<file path="config.mk">
export PLATFORM = sky130hd
export DESIGN_NAME = ex_mem_stage_flat
export DESIGN_NICKNAME = d
export VERILOG_FILES = /design/src/rtl/alu_pkg.sv /design/src/rtl/ex_mem_stage_if.sv /design/src/rtl/ex_mem_stage_skid_buffer.sv /design/src/rtl/ex_mem_stage.sv /design/src/flat_wrapper.sv
export SDC_FILE = /design/constraint.sdc
export NUM_CORES = 1
export LEC_CHECK = 0
export ABC_AREA = 1
export ABC_CLOCK_PERIOD_IN_PS = 2100
export CORE_MARGIN = 4
export CORE_UTILIZATION = 40
export CTS_CLUSTER_DIAMETER = 200
export DETAILED_ROUTE_END_ITERATION = 10
export GPL_TIMING_DRIVEN = 0
export PLACE_DENSITY = 0.67
export SYNTH_ARGS = -nofsm -noshare
export SYNTH_HDL_FRONTEND = slang
export SYNTH_SLANG_ARGS = --single-unit
</file>
<file path="constraint.sdc">
create_clock -name clk -period 2.1 [get_ports clk]
set_input_delay 0.21 -clock clk [delete_from_list [all_inputs] [get_ports clk]]
set_output_delay 0.21 -clock clk [all_outputs]
set_load 0.01 [all_outputs]
</file>
<file path="src/rtl/alu_pkg.sv">
`default_nettype none
// ============================================================================
//  Module      : alu_pkg
//  Description : Shared ALU select codes, EX->MEM payload record and the
//                occupancy encoding of the EX->MEM skid buffer.
//  Revision    : 1.0  initial release
// ============================================================================
package alu_pkg;

    localparam logic [1:0] ALU_SEL_AND = 2'b00;
    localparam logic [1:0] ALU_SEL_OR  = 2'b01;
    localparam logic [1:0] ALU_SEL_ADD = 2'b10;
    localparam logic [1:0] ALU_SEL_SLT = 2'b11;

    // Payload field widths; the stage's WIDTH/RD_W must match these.
    localparam int c_DATA_W = 32;
    localparam int c_RD_W   = 5;

    typedef struct packed {
        logic [c_DATA_W-1:0] result;
        logic                zero;
        logic                ovf;
        logic [c_RD_W-1:0]   rd;
        logic                reg_write;
        logic                mem_read;
        logic                mem_write;
        logic [c_DATA_W-1:0] store_data;
    } ex_mem_payload_t;

    // Encoding mirrors the {skid_valid, main_valid} bit pair.
    typedef enum logic [1:0] {
        SKID_EMPTY = 2'b00,
        SKID_ONE   = 2'b01,
        SKID_FULL  = 2'b11
    } skid_state_e;

endpackage
`default_nettype wire

</file>
<file path="src/rtl/ex_mem_stage_if.sv">
`default_nettype none
// ============================================================================
//  Module      : ex_mem_stage_if
//  Description : EX-side and MEM-side handshake/payload bundle for the
//                EX->MEM stage. master = EX producer + MEM consumer,
//                slave = the pipeline stage itself.
//  Revision    : 1.0  initial release
// ============================================================================
interface ex_mem_stage_if #(
    parameter int WIDTH = 32,
    parameter int RD_W  = 5
);
    // EX side
    logic             in_valid;
    logic             in_ready;
    logic [1:0]       alu_sel;
    logic             alu_inv;
    logic [WIDTH-1:0] alu_result;
    logic             a_msb;
    logic             b_msb;
    logic [RD_W-1:0]  rd;
    logic             reg_write;
    logic             mem_read;
    logic             mem_write;
    logic [WIDTH-1:0] store_data;
    // MEM side
    logic             out_valid;
    logic             out_ready;
    logic [WIDTH-1:0] out_result;
    logic             out_zero;
    logic             out_ovf;
    logic [RD_W-1:0]  out_rd;
    logic             out_reg_write;
    logic             out_mem_read;
    logic             out_mem_write;
    logic [WIDTH-1:0] out_store_data;

    modport master (
        output in_valid, alu_sel, alu_inv, alu_result, a_msb, b_msb, rd,
               reg_write, mem_read, mem_write, store_data, out_ready,
        input  in_ready, out_valid, out_result, out_zero, out_ovf, out_rd,
               out_reg_write, out_mem_read, out_mem_write, out_store_data
    );

    modport slave (
        input  in_valid, alu_sel, alu_inv, alu_result, a_msb, b_msb, rd,
               reg_write, mem_read, mem_write, store_data, out_ready,
        output in_ready, out_valid, out_result, out_zero, out_ovf, out_rd,
               out_reg_write, out_mem_read, out_mem_write, out_store_data
    );
endinterface
`default_nettype wire

</file>
<file path="src/rtl/ex_mem_stage_skid_buffer.sv">
`default_nettype none
// ============================================================================
//  Module      : skid_buffer
//  Description : Two-entry valid/ready skid buffer. The main register drives
//                the outputs; the skid register catches the one item that
//                arrives while MEM stalls. Ready is a pure register decode,
//                so downstream ready never reaches upstream combinationally.
//  Revision    : 1.0  initial release
// ============================================================================
module skid_buffer
    import alu_pkg::*;
#(
    parameter int W = 8
) (
    input  wire logic         clk,
    input  wire logic         rst,
    input  wire logic         flush,
    input  wire logic         i_valid,
    output logic              o_ready,
    input  wire logic [W-1:0] i_data,
    output logic              o_valid,
    input  wire logic         i_ready,
    output logic [W-1:0]      o_data
);

    skid_state_e r_state;
    skid_state_e w_state_nxt;
    logic [W-1:0] r_main;
    logic [W-1:0] r_skid;
    logic         w_in_fire;
    logic         w_out_fire;
    logic         w_load_main;
    logic         w_main_from_skid;
    logic         w_load_skid;

    assign o_valid = (r_state != SKID_EMPTY);
    assign o_ready = (r_state != SKID_FULL);
    assign o_data  = r_main;

    // Flush suppresses both transfers so the killed cycle moves nothing.
    assign w_in_fire  = i_valid & o_ready & ~flush;
    assign w_out_fire = o_valid & i_ready & ~flush;

    // Next occupancy and which register gets loaded from where.
    always_comb begin
        w_state_nxt      = r_state;
        w_load_main      = 1'b0;
        w_main_from_skid = 1'b0;
        w_load_skid      = 1'b0;
        case (r_state)
            SKID_EMPTY: begin
                if (w_in_fire) begin
                    w_state_nxt = SKID_ONE;
                    w_load_main = 1'b1;
                end
            end
            SKID_ONE: begin
                if (w_in_fire && w_out_fire) begin
                    w_load_main = 1'b1;
                end else if (w_in_fire) begin
                    w_state_nxt = SKID_FULL;
                    w_load_skid = 1'b1;
                end else if (w_out_fire) begin
                    w_state_nxt = SKID_EMPTY;
                end
            end
            SKID_FULL: begin
                if (w_out_fire) begin
                    w_state_nxt      = SKID_ONE;
                    w_main_from_skid = 1'b1;
                end
            end
            default: w_state_nxt = SKID_EMPTY;
        endcase
        if (flush) begin
            w_state_nxt = SKID_EMPTY;
        end
    end

    // Occupancy register.
    always_ff @(posedge clk) begin
        if (rst) begin
            r_state <= SKID_EMPTY;
        end else begin
            r_state <= w_state_nxt;
        end
    end

    // Payload registers change only on a load, keeping outputs stable under stall.
    always_ff @(posedge clk) begin
        if (rst) begin
            r_main <= '0;
            r_skid <= '0;
        end else begin
            if (w_load_main) begin
                r_main <= i_data;
            end else if (w_main_from_skid) begin
                r_main <= r_skid;
            end
            if (w_load_skid) begin
                r_skid <= i_data;
            end
        end
    end

endmodule
`default_nettype wire

</file>
<file path="src/rtl/ex_mem_stage.sv">
`default_nettype none
// ============================================================================
//  Module      : ex_mem_stage
//  Description : EX->MEM pipeline register. Derives zero/overflow flags from
//                the ALU result, packs them with control into one payload and
//                passes it through a two-entry skid buffer.
//  Revision    : 1.0  initial release
// ============================================================================
module ex_mem_stage
    import alu_pkg::*;
#(
    parameter int WIDTH = c_DATA_W,
    parameter int RD_W  = c_RD_W
) (
    input  wire logic      clk,
    input  wire logic      rst,
    input  wire logic      flush,
    ex_mem_stage_if.slave  bus
);

    localparam int c_PAYLOAD_W = $bits(ex_mem_payload_t);

    logic            w_zero;
    logic            w_b_eff;
    logic            w_ovf;
    ex_mem_payload_t w_pkt_in;
    ex_mem_payload_t w_pkt_out;
    logic [c_PAYLOAD_W-1:0] w_data_out;

    // Overflow only means something for ADD/SUB: operands of equal effective
    // sign producing a result of the opposite sign.
    assign w_zero  = ~|bus.alu_result;
    assign w_b_eff = bus.b_msb ^ bus.alu_inv;
    assign w_ovf   = (bus.alu_sel == ALU_SEL_ADD) &
                     (bus.a_msb == w_b_eff) &
                     (bus.alu_result[WIDTH-1] != bus.a_msb);

    // Pack the incoming instruction into the buffered record.
    always_comb begin
        w_pkt_in            = '0;
        w_pkt_in.result     = bus.alu_result;
        w_pkt_in.zero       = w_zero;
        w_pkt_in.ovf        = w_ovf;
        w_pkt_in.rd         = bus.rd;
        w_pkt_in.reg_write  = bus.reg_write;
        w_pkt_in.mem_read   = bus.mem_read;
        w_pkt_in.mem_write  = bus.mem_write;
        w_pkt_in.store_data = bus.store_data;
    end

    skid_buffer #(
        .W (c_PAYLOAD_W)
    ) u_skid (
        .clk     (clk),
        .rst     (rst),
        .flush   (flush),
        .i_valid (bus.in_valid),
        .o_ready (bus.in_ready),
        .i_data  (w_pkt_in),
        .o_valid (bus.out_valid),
        .i_ready (bus.out_ready),
        .o_data  (w_data_out)
    );

    assign w_pkt_out = ex_mem_payload_t'(w_data_out);

    assign bus.out_result     = w_pkt_out.result;
    assign bus.out_zero       = w_pkt_out.zero;
    assign bus.out_ovf        = w_pkt_out.ovf;
    assign bus.out_rd         = w_pkt_out.rd;
    assign bus.out_reg_write  = w_pkt_out.reg_write;
    assign bus.out_mem_read   = w_pkt_out.mem_read;
    assign bus.out_mem_write  = w_pkt_out.mem_write;
    assign bus.out_store_data = w_pkt_out.store_data;

endmodule
`default_nettype wire

</file>
<file path="src/flat_wrapper.sv">
// flat-port wrapper written by rule: the top's interface ports become plain ports
module ex_mem_stage_flat import alu_pkg::*;
#(
    parameter int WIDTH = c_DATA_W,
    parameter int RD_W  = c_RD_W
)
  (clk, rst, flush, bus_in_valid, bus_alu_sel, bus_alu_inv, bus_alu_result, bus_a_msb, bus_b_msb, bus_rd, bus_reg_write, bus_mem_read, bus_mem_write, bus_store_data, bus_out_ready, bus_in_ready, bus_out_valid, bus_out_result, bus_out_zero, bus_out_ovf, bus_out_rd, bus_out_reg_write, bus_out_mem_read, bus_out_mem_write, bus_out_store_data);
  ex_mem_stage_if #(.WIDTH(WIDTH), .RD_W(RD_W)) bus_i ();
  input  wire logic clk;
  input  wire logic rst;
  input  wire logic flush;
  input wire logic [$bits(bus_i.in_valid)-1:0] bus_in_valid;
  input wire logic [$bits(bus_i.alu_sel)-1:0] bus_alu_sel;
  input wire logic [$bits(bus_i.alu_inv)-1:0] bus_alu_inv;
  input wire logic [$bits(bus_i.alu_result)-1:0] bus_alu_result;
  input wire logic [$bits(bus_i.a_msb)-1:0] bus_a_msb;
  input wire logic [$bits(bus_i.b_msb)-1:0] bus_b_msb;
  input wire logic [$bits(bus_i.rd)-1:0] bus_rd;
  input wire logic [$bits(bus_i.reg_write)-1:0] bus_reg_write;
  input wire logic [$bits(bus_i.mem_read)-1:0] bus_mem_read;
  input wire logic [$bits(bus_i.mem_write)-1:0] bus_mem_write;
  input wire logic [$bits(bus_i.store_data)-1:0] bus_store_data;
  input wire logic [$bits(bus_i.out_ready)-1:0] bus_out_ready;
  output wire logic [$bits(bus_i.in_ready)-1:0] bus_in_ready;
  output wire logic [$bits(bus_i.out_valid)-1:0] bus_out_valid;
  output wire logic [$bits(bus_i.out_result)-1:0] bus_out_result;
  output wire logic [$bits(bus_i.out_zero)-1:0] bus_out_zero;
  output wire logic [$bits(bus_i.out_ovf)-1:0] bus_out_ovf;
  output wire logic [$bits(bus_i.out_rd)-1:0] bus_out_rd;
  output wire logic [$bits(bus_i.out_reg_write)-1:0] bus_out_reg_write;
  output wire logic [$bits(bus_i.out_mem_read)-1:0] bus_out_mem_read;
  output wire logic [$bits(bus_i.out_mem_write)-1:0] bus_out_mem_write;
  output wire logic [$bits(bus_i.out_store_data)-1:0] bus_out_store_data;
  assign bus_i.in_valid = bus_in_valid;
  assign bus_i.alu_sel = bus_alu_sel;
  assign bus_i.alu_inv = bus_alu_inv;
  assign bus_i.alu_result = bus_alu_result;
  assign bus_i.a_msb = bus_a_msb;
  assign bus_i.b_msb = bus_b_msb;
  assign bus_i.rd = bus_rd;
  assign bus_i.reg_write = bus_reg_write;
  assign bus_i.mem_read = bus_mem_read;
  assign bus_i.mem_write = bus_mem_write;
  assign bus_i.store_data = bus_store_data;
  assign bus_i.out_ready = bus_out_ready;
  assign bus_in_ready = bus_i.in_ready;
  assign bus_out_valid = bus_i.out_valid;
  assign bus_out_result = bus_i.out_result;
  assign bus_out_zero = bus_i.out_zero;
  assign bus_out_ovf = bus_i.out_ovf;
  assign bus_out_rd = bus_i.out_rd;
  assign bus_out_reg_write = bus_i.out_reg_write;
  assign bus_out_mem_read = bus_i.out_mem_read;
  assign bus_out_mem_write = bus_i.out_mem_write;
  assign bus_out_store_data = bus_i.out_store_data;
  ex_mem_stage #(.WIDTH(WIDTH), .RD_W(RD_W)) u_core (.clk(clk), .rst(rst), .flush(flush), .bus(bus_i));
endmodule
</file>
==> results of run 1 <==
per-stage QoR:
stage | setup TNS [ps] | hold WS [ps] | worst slack, ps | cell area [um2] | utilization
6_report | 0 | 350 | 150 | 9130 | 0.555
5_1_grt | -1.40 | 359 | -1.40 | 9130 | 0.555
4_1_cts | 0 | 338 | 70.3 | 9130 | 0.554
3_5_place_dp | -177 | 453 | -50.9 | 8540 | 0.519
3_3_place_gp | -40.3 | 451 | -18.2 | 8540 | 0.519
2_1_floorplan | 0 | 358 | 417 | 6700 | -
repair_timing:
action,CTS,global route
buffers inserted,0,0
endpoints found under the setup margin,0,35
gates resized for setup,0,5
power by group through the flow:
stage	Sequential (mW)	Combinational, mW	Clock [mW]
final	3.08	1.07	3.03
after global routing	3.10	1.18	3.17
after CTS	3.09	1.08	3.07
after detailed placement	3.15	1.08	0
after global placement	3.14	1.07	0
after floorplan	3.19	0.482	0
per-layer routing:
layer	GRT usage	share of wire	vias up
met5	0	0	-
met4	0.0804	0.026	0
li1	-	-	3348
met3	0.0431	0.046	31
met2	0.312	0.46	156
met1	0.265	0.47	2889
cell usage in the layout, fill, tap and decap left out, types with 5 or more instances in the layout:
cell type          n
a21oi_1          149
buf_2             11
buf_4             10
buf_6             18
clkbuf_1          17
clkbuf_16         17
clkbuf_2           5
clkdlybuf4s50_1  157
dfxtp_1          150
inv_1            151
nand2_1          166
nand3_1            6
nor2_1            99
o21ai_0          105
o21ai_1           43
critical path: cells and delay by family (launching register included):
| kind | cells | cell delay (ps) |
|---|---|---|
| buffers and inverters | 3 | 720 |
| DFF | 1 | 350 |
| adders and majority gates | 1 | 230 |
final cells by class:
class                           instances  area (um2)
Inverter                              155         582
Clock buffer                           20         457
Buffer                                 62         437
Multi-Input combinational cell        586        2680
Timing Repair Buffer                  157        1570
Sequential cell                       150        3000
Tap cell                              220         275
Clock inverter                         12         128
Fill cell                            1641        7330
flip-flops by register name, summed over array words and instances, names as in the netlist:
signal	count
u_core.u_skid.r_skid	74
u_core.u_skid.o_data	74
u_core.u_skid.r_state	2
cells by family (layout without fill, tap and decap cells):
family                     after synthesis  in the layout  share of synthesized area
DFF                                    150            150                      0.448
AOI/OAI and AO/OA                      297            297                      0.222
buffers and inverters                  217            406                      0.151
and+or+nand+nor                        283            283                      0.168
adders and majority gates                4              4                    0.00747
xor gates and xnor gates                 2              2                    0.00262
worst paths after layout:
path | start | endpoint | slack (ps) | cells past startpoint
max | u_core.u_skid.r_state[0] | bus_out_valid | 150 | 4
max reg2reg | u_core.u_skid.r_state[0] | u_core.u_skid.o_data[65] | 160 | 12
min | bus_store_data[28] | u_core.u_skid.r_skid[28] | 350 | 3
min reg2reg | u_core.u_skid.o_data[19] | u_core.u_skid.o_data[19] | 460 | 2
==> run metrics, run 1 <==
first-pass GRT wire length=~30 mm; max cap viols=0; Core ar.=16500 um2; crit end category=output port; largest cells by area after synthesis=dfxtp_1 45%, a21oi_1 11%, nand2_1 9.3%; DRT Pass-1 Iters=5; routed vias/inst=between 4 and 5; WL/cell=roughly 14 um; sequential fraction of the synthesis area=0.448; Post-Synthesis Net Count=a little over 1k; antenna violations before repair=0; Area growth syn-to-layout=36.4%; RSZ-0062 raised after global routing=true; number of diodes=0; nature of the critical path startpoint=register; post-layout power=7.18 mW; Clock power frac=0.421; pins over their slew limit=0; port bufs=roughly 160; Power Internal=about 5.4 mW; largest net degree at the start of global routing=17; fin crit share=0.929; Clock Sinks=150; critical path arrival=1740 ps; Commonest cells post-synth=166 x nand2_1, 151 x inv_1, 150 x dfxtp_1; Clock transition at path regs=roughly 60 ps; Tot GR Track Use=0.198; mapped cell area=6700 um2; Sw Pwr=1.82 mW; Lkg Pwr=roughly 3.6 nW; DP Wirelength=13.2 mm; vias=6424; CTS tree=done; Synth cell types=26; Syn Inst Count=between 900 and 1k; Crit Path Class=reg -> out; most frequent cell after synthesis=nand2_1; placed cell count=around 1.3k; crit path time final=slightly below 2000 ps; drt initial violations=364; Setup Skew=~6.3 ps; register share of total power=0.430; post-route insts no fill=roughly 1.4k; CP max FO=3; FF+latch count, synth=150; Synthesis Warnings=0; Starting Density=0.407; share of layout cells above drive strength 1=0.0797; required time of the critical path=1890 ps; measured slew at the worst slew-check pin=roughly 680 ps; row count=47; cell chain of the critical path=inv_1 -> ha_1 -> inv_2 -> clkdlybuf4s50_1; DIE WIDTH=roughly 140 um; hold_buf cts=0; Avg Synthesized Cell Area=roughly 7 um2; Total Wirelength=between 15 and 20 mm; combinational share of power=0.149; Post-synth EDFFs=0; maximum vdd drop=approximately 0.00057 V; routability cong.=between 0.7 and 0.8; total gr overflow=0; Final setup viols=0; Final ANT Viol Nets=0; area fraction of the dominant cell type after synthesis=0.448; IO Pins=approximately 160; fmax=approximately 0.51 GHz; ys flop type=dfxtp_1; area leader, netlist=dfxtp_1; total clock buffers created by CTS=17; PwrDens=786 nW/um2; max incr delay on CP=560 ps; Sw Ratio=0.254; clk buf depth=2; max_slew headroom=0.548; H-tree depth=4; Clk Latency, worst-skew pair=around 430 ps; Hold Path Class=in -> reg; number of global-route vias before repair=~6.0k; DR DRC count=0; status=finished clean; Die H=roughly 140 um; root cell of the clock tree=clkbuf_16; fraction of registers with async set/reset=0; slowest cell on the critical path=clkdlybuf4s50_1; full die area=roughly 19000 um2; layout net count=1215; final hold viol count=0
Note: power is estimated with default switching activity, not from simulation.
==> run 2, diff against run 1 <==
Settings changed: GPL_ROUTABILITY_DRIVEN set to 0.
==> results of run 2 <==
The final DEF is identical to that of run 1; final timing and power are the same.
==> run 3, diff against run 2 <==
Settings changed: CELL_PAD_IN_SITES_DETAIL_PLACEMENT set to 0, CELL_PAD_IN_SITES_GLOBAL_PLACEMENT set to 1, CTS_BUF_LIST set to sky130_fd_sc_hd__clkbuf_4, DONT_BUFFER_PORTS set to 1, PLACE_DENSITY 0.67 to 0.73.
==> run 3 against run 2 <==
Against the previous run:
- maximum frequency is 1.4% lower
- clock skew is 12 ps higher
- worst hold slack worse by 290 ps
- sequential power is 3% higher
- sequential cell count stayed put
- die area stayed put
- critical path type is now reg -> reg
- largest power group unchanged
==> run metrics, run 3 (synthesis results as in run 1) <==
status=finished clean; Core ar.=~16000 um2; Final setup viols=0; largest net degree at the start of global routing=17; Lkg Pwr=~3.1 nW; root cell of the clock tree=clkbuf_4; Die H=137 um; nature of the critical path startpoint=register; max_slew headroom=0.458; full die area=about 19000 um2; vias=between 6k and 7k; CTS tree=done; placed cell count=1173; DR DRC count=0; fmax=between 0.5 and 0.6 GHz; crit end category=register; share of layout cells above drive strength 1=0.0876; setup TNS=0 ps; fin crit share=0.942; DRT Pass-1 Iters=5; crit path time final=a little under 2000 ps; Tot GR Track Use=0.202; Setup Fix Bufs, Post-CTS=0; maximum vdd drop=roughly 0.00031 V; worst setup margin=122 ps; H-tree depth=4; RR Startpoint=u_core.u_skid.r_state[1]; layout net count=~1.1k; CP max FO=10; commonest cells after routing, fill and taps aside=166 x nand2_1, 151 x inv_1, 149 x a21oi_1, 149 x dfxtp_1, 104 x o21ai_0; WHS=~60 ps; PwrDens=roughly 700 nW/um2; Critical path origin=u_core.u_skid.r_state[1]; Area growth syn-to-layout=19.9%; multi-input logic area=2690 um2; Place WS=-30.9 ps; Setup Skew=about 18 ps; antenna violations before repair=1; Register Area=around 3000 um2; DIE WIDTH=approximately 140 um; port bufs=0; Clock Sinks=150; post-route insts no fill=around 1.3k; Starting Density=0.407; Hold Path Class=in -> reg; pins over their slew limit=0; total clock buffers created by CTS=17; required time of the critical path=about 2500 ps; Clock transition at path regs=around 130 ps; WL/cell=roughly 15 um; final hold viol count=0; post-layout power=approximately 5.6 mW; DP Wirelength=around 13 mm; critical path arrival=2410 ps; HP Start=flush; # fillers=1744; routed vias/inst=roughly 4.7; IO Pins=~160; row count=47; measured slew at the worst slew-check pin=between 800 and 900 ps; Crit Path Class=reg -> reg; drt initial violations=approximately 270; Total Wirelength=between 15 and 20 mm; first-pass GRT wire length=30.1 mm; clk buf depth=2; max cap viols=0; most common cell after layout, fill and taps aside=nand2_1; Final ANT Viol Nets=0; Clk Latency, worst-skew pair=roughly 550 ps; total gr overflow=0; number of global-route vias before repair=~5.8k
[run 3: cell types whose count changed in the layout (fill, tap and decap cells not counted), sizes merged]
cell           delta
bufinv            -1
dlygate4sd3      +77
clkinv            +2
buf               +6
clkdlybuf4s50   -157
diode             +2
clkbuf            -7
[run 3: routing by layer]
layer | global-route usage | share of wire | vias to the layer above
li1 | - | - | 3179
met1 | 0.281 | 0.48 | 2747
met2 | 0.313 | 0.46 | 143
met3 | 0.0475 | 0.062 | 12
met4 | 0.0549 | 0.0067 | 0
met5 | 0 | 0 | -
[run 3: metrics by stage]
stage | util | area [um2]
after floorplan | - | 6700
after CTS | 0.486 | 8000
final | 0.487 | 8030
after global placement | 0.423 | 6970
after global routing | 0.487 | 8030
after detailed placement | 0.423 | 6970
[run 3: area by class of cell]
cell class / count / share of cell area
Timing Repair Buffer: 77 / 0.0960
Tap cell: 220 / 0.0343
Sequential cell: 150 / 0.374
Clock buffer: 19 / 0.0178
Buffer: 62 / 0.0561
Multi-Input combinational cell: 586 / 0.335
Antenna cell: 2 / 0.000624
Inverter: 155 / 0.0725
Clock inverter: 13 / 0.0136
[run 3: power breakdown]
group	internal (mW)	leakage, nW	switching (mW)
logic	0.332	1.79	0.423
clock network	0.604	0.130	1.07
registers	3.00	1.22	0.155
[run 3: worst paths after layout]
check | to | slack (ps) | depth (start not counted)
worst max-delay path | u_core.u_skid.o_data[65] | 120 | 10
worst min-delay path | u_core.u_skid.o_data[40] | 60 | 5
worst max register to register | u_core.u_skid.o_data[65] | 120 | 10
worst min register to register | u_core.u_skid.o_data[35] | 520 | 2
[run 3: worst max-delay path, stage by stage (launching register included)]
cell     delay, ps
dfxtp_1        350
inv_1          100
ha_2           220
inv_2           90
nand3_2        100
inv_2           70
nand2_2        230
buf_2          290
nor2_1          50
o21ai_0        260
a21oi_1        110
[run 3: repair_timing]
item / in CTS / in global routing
gates resized for setup: 5 / 8
pin swaps: 0 / 1
hold buffers: 77 / 0
endpoints found under the setup margin: 14 / 71
endpoints found under the hold margin: 147 / 0
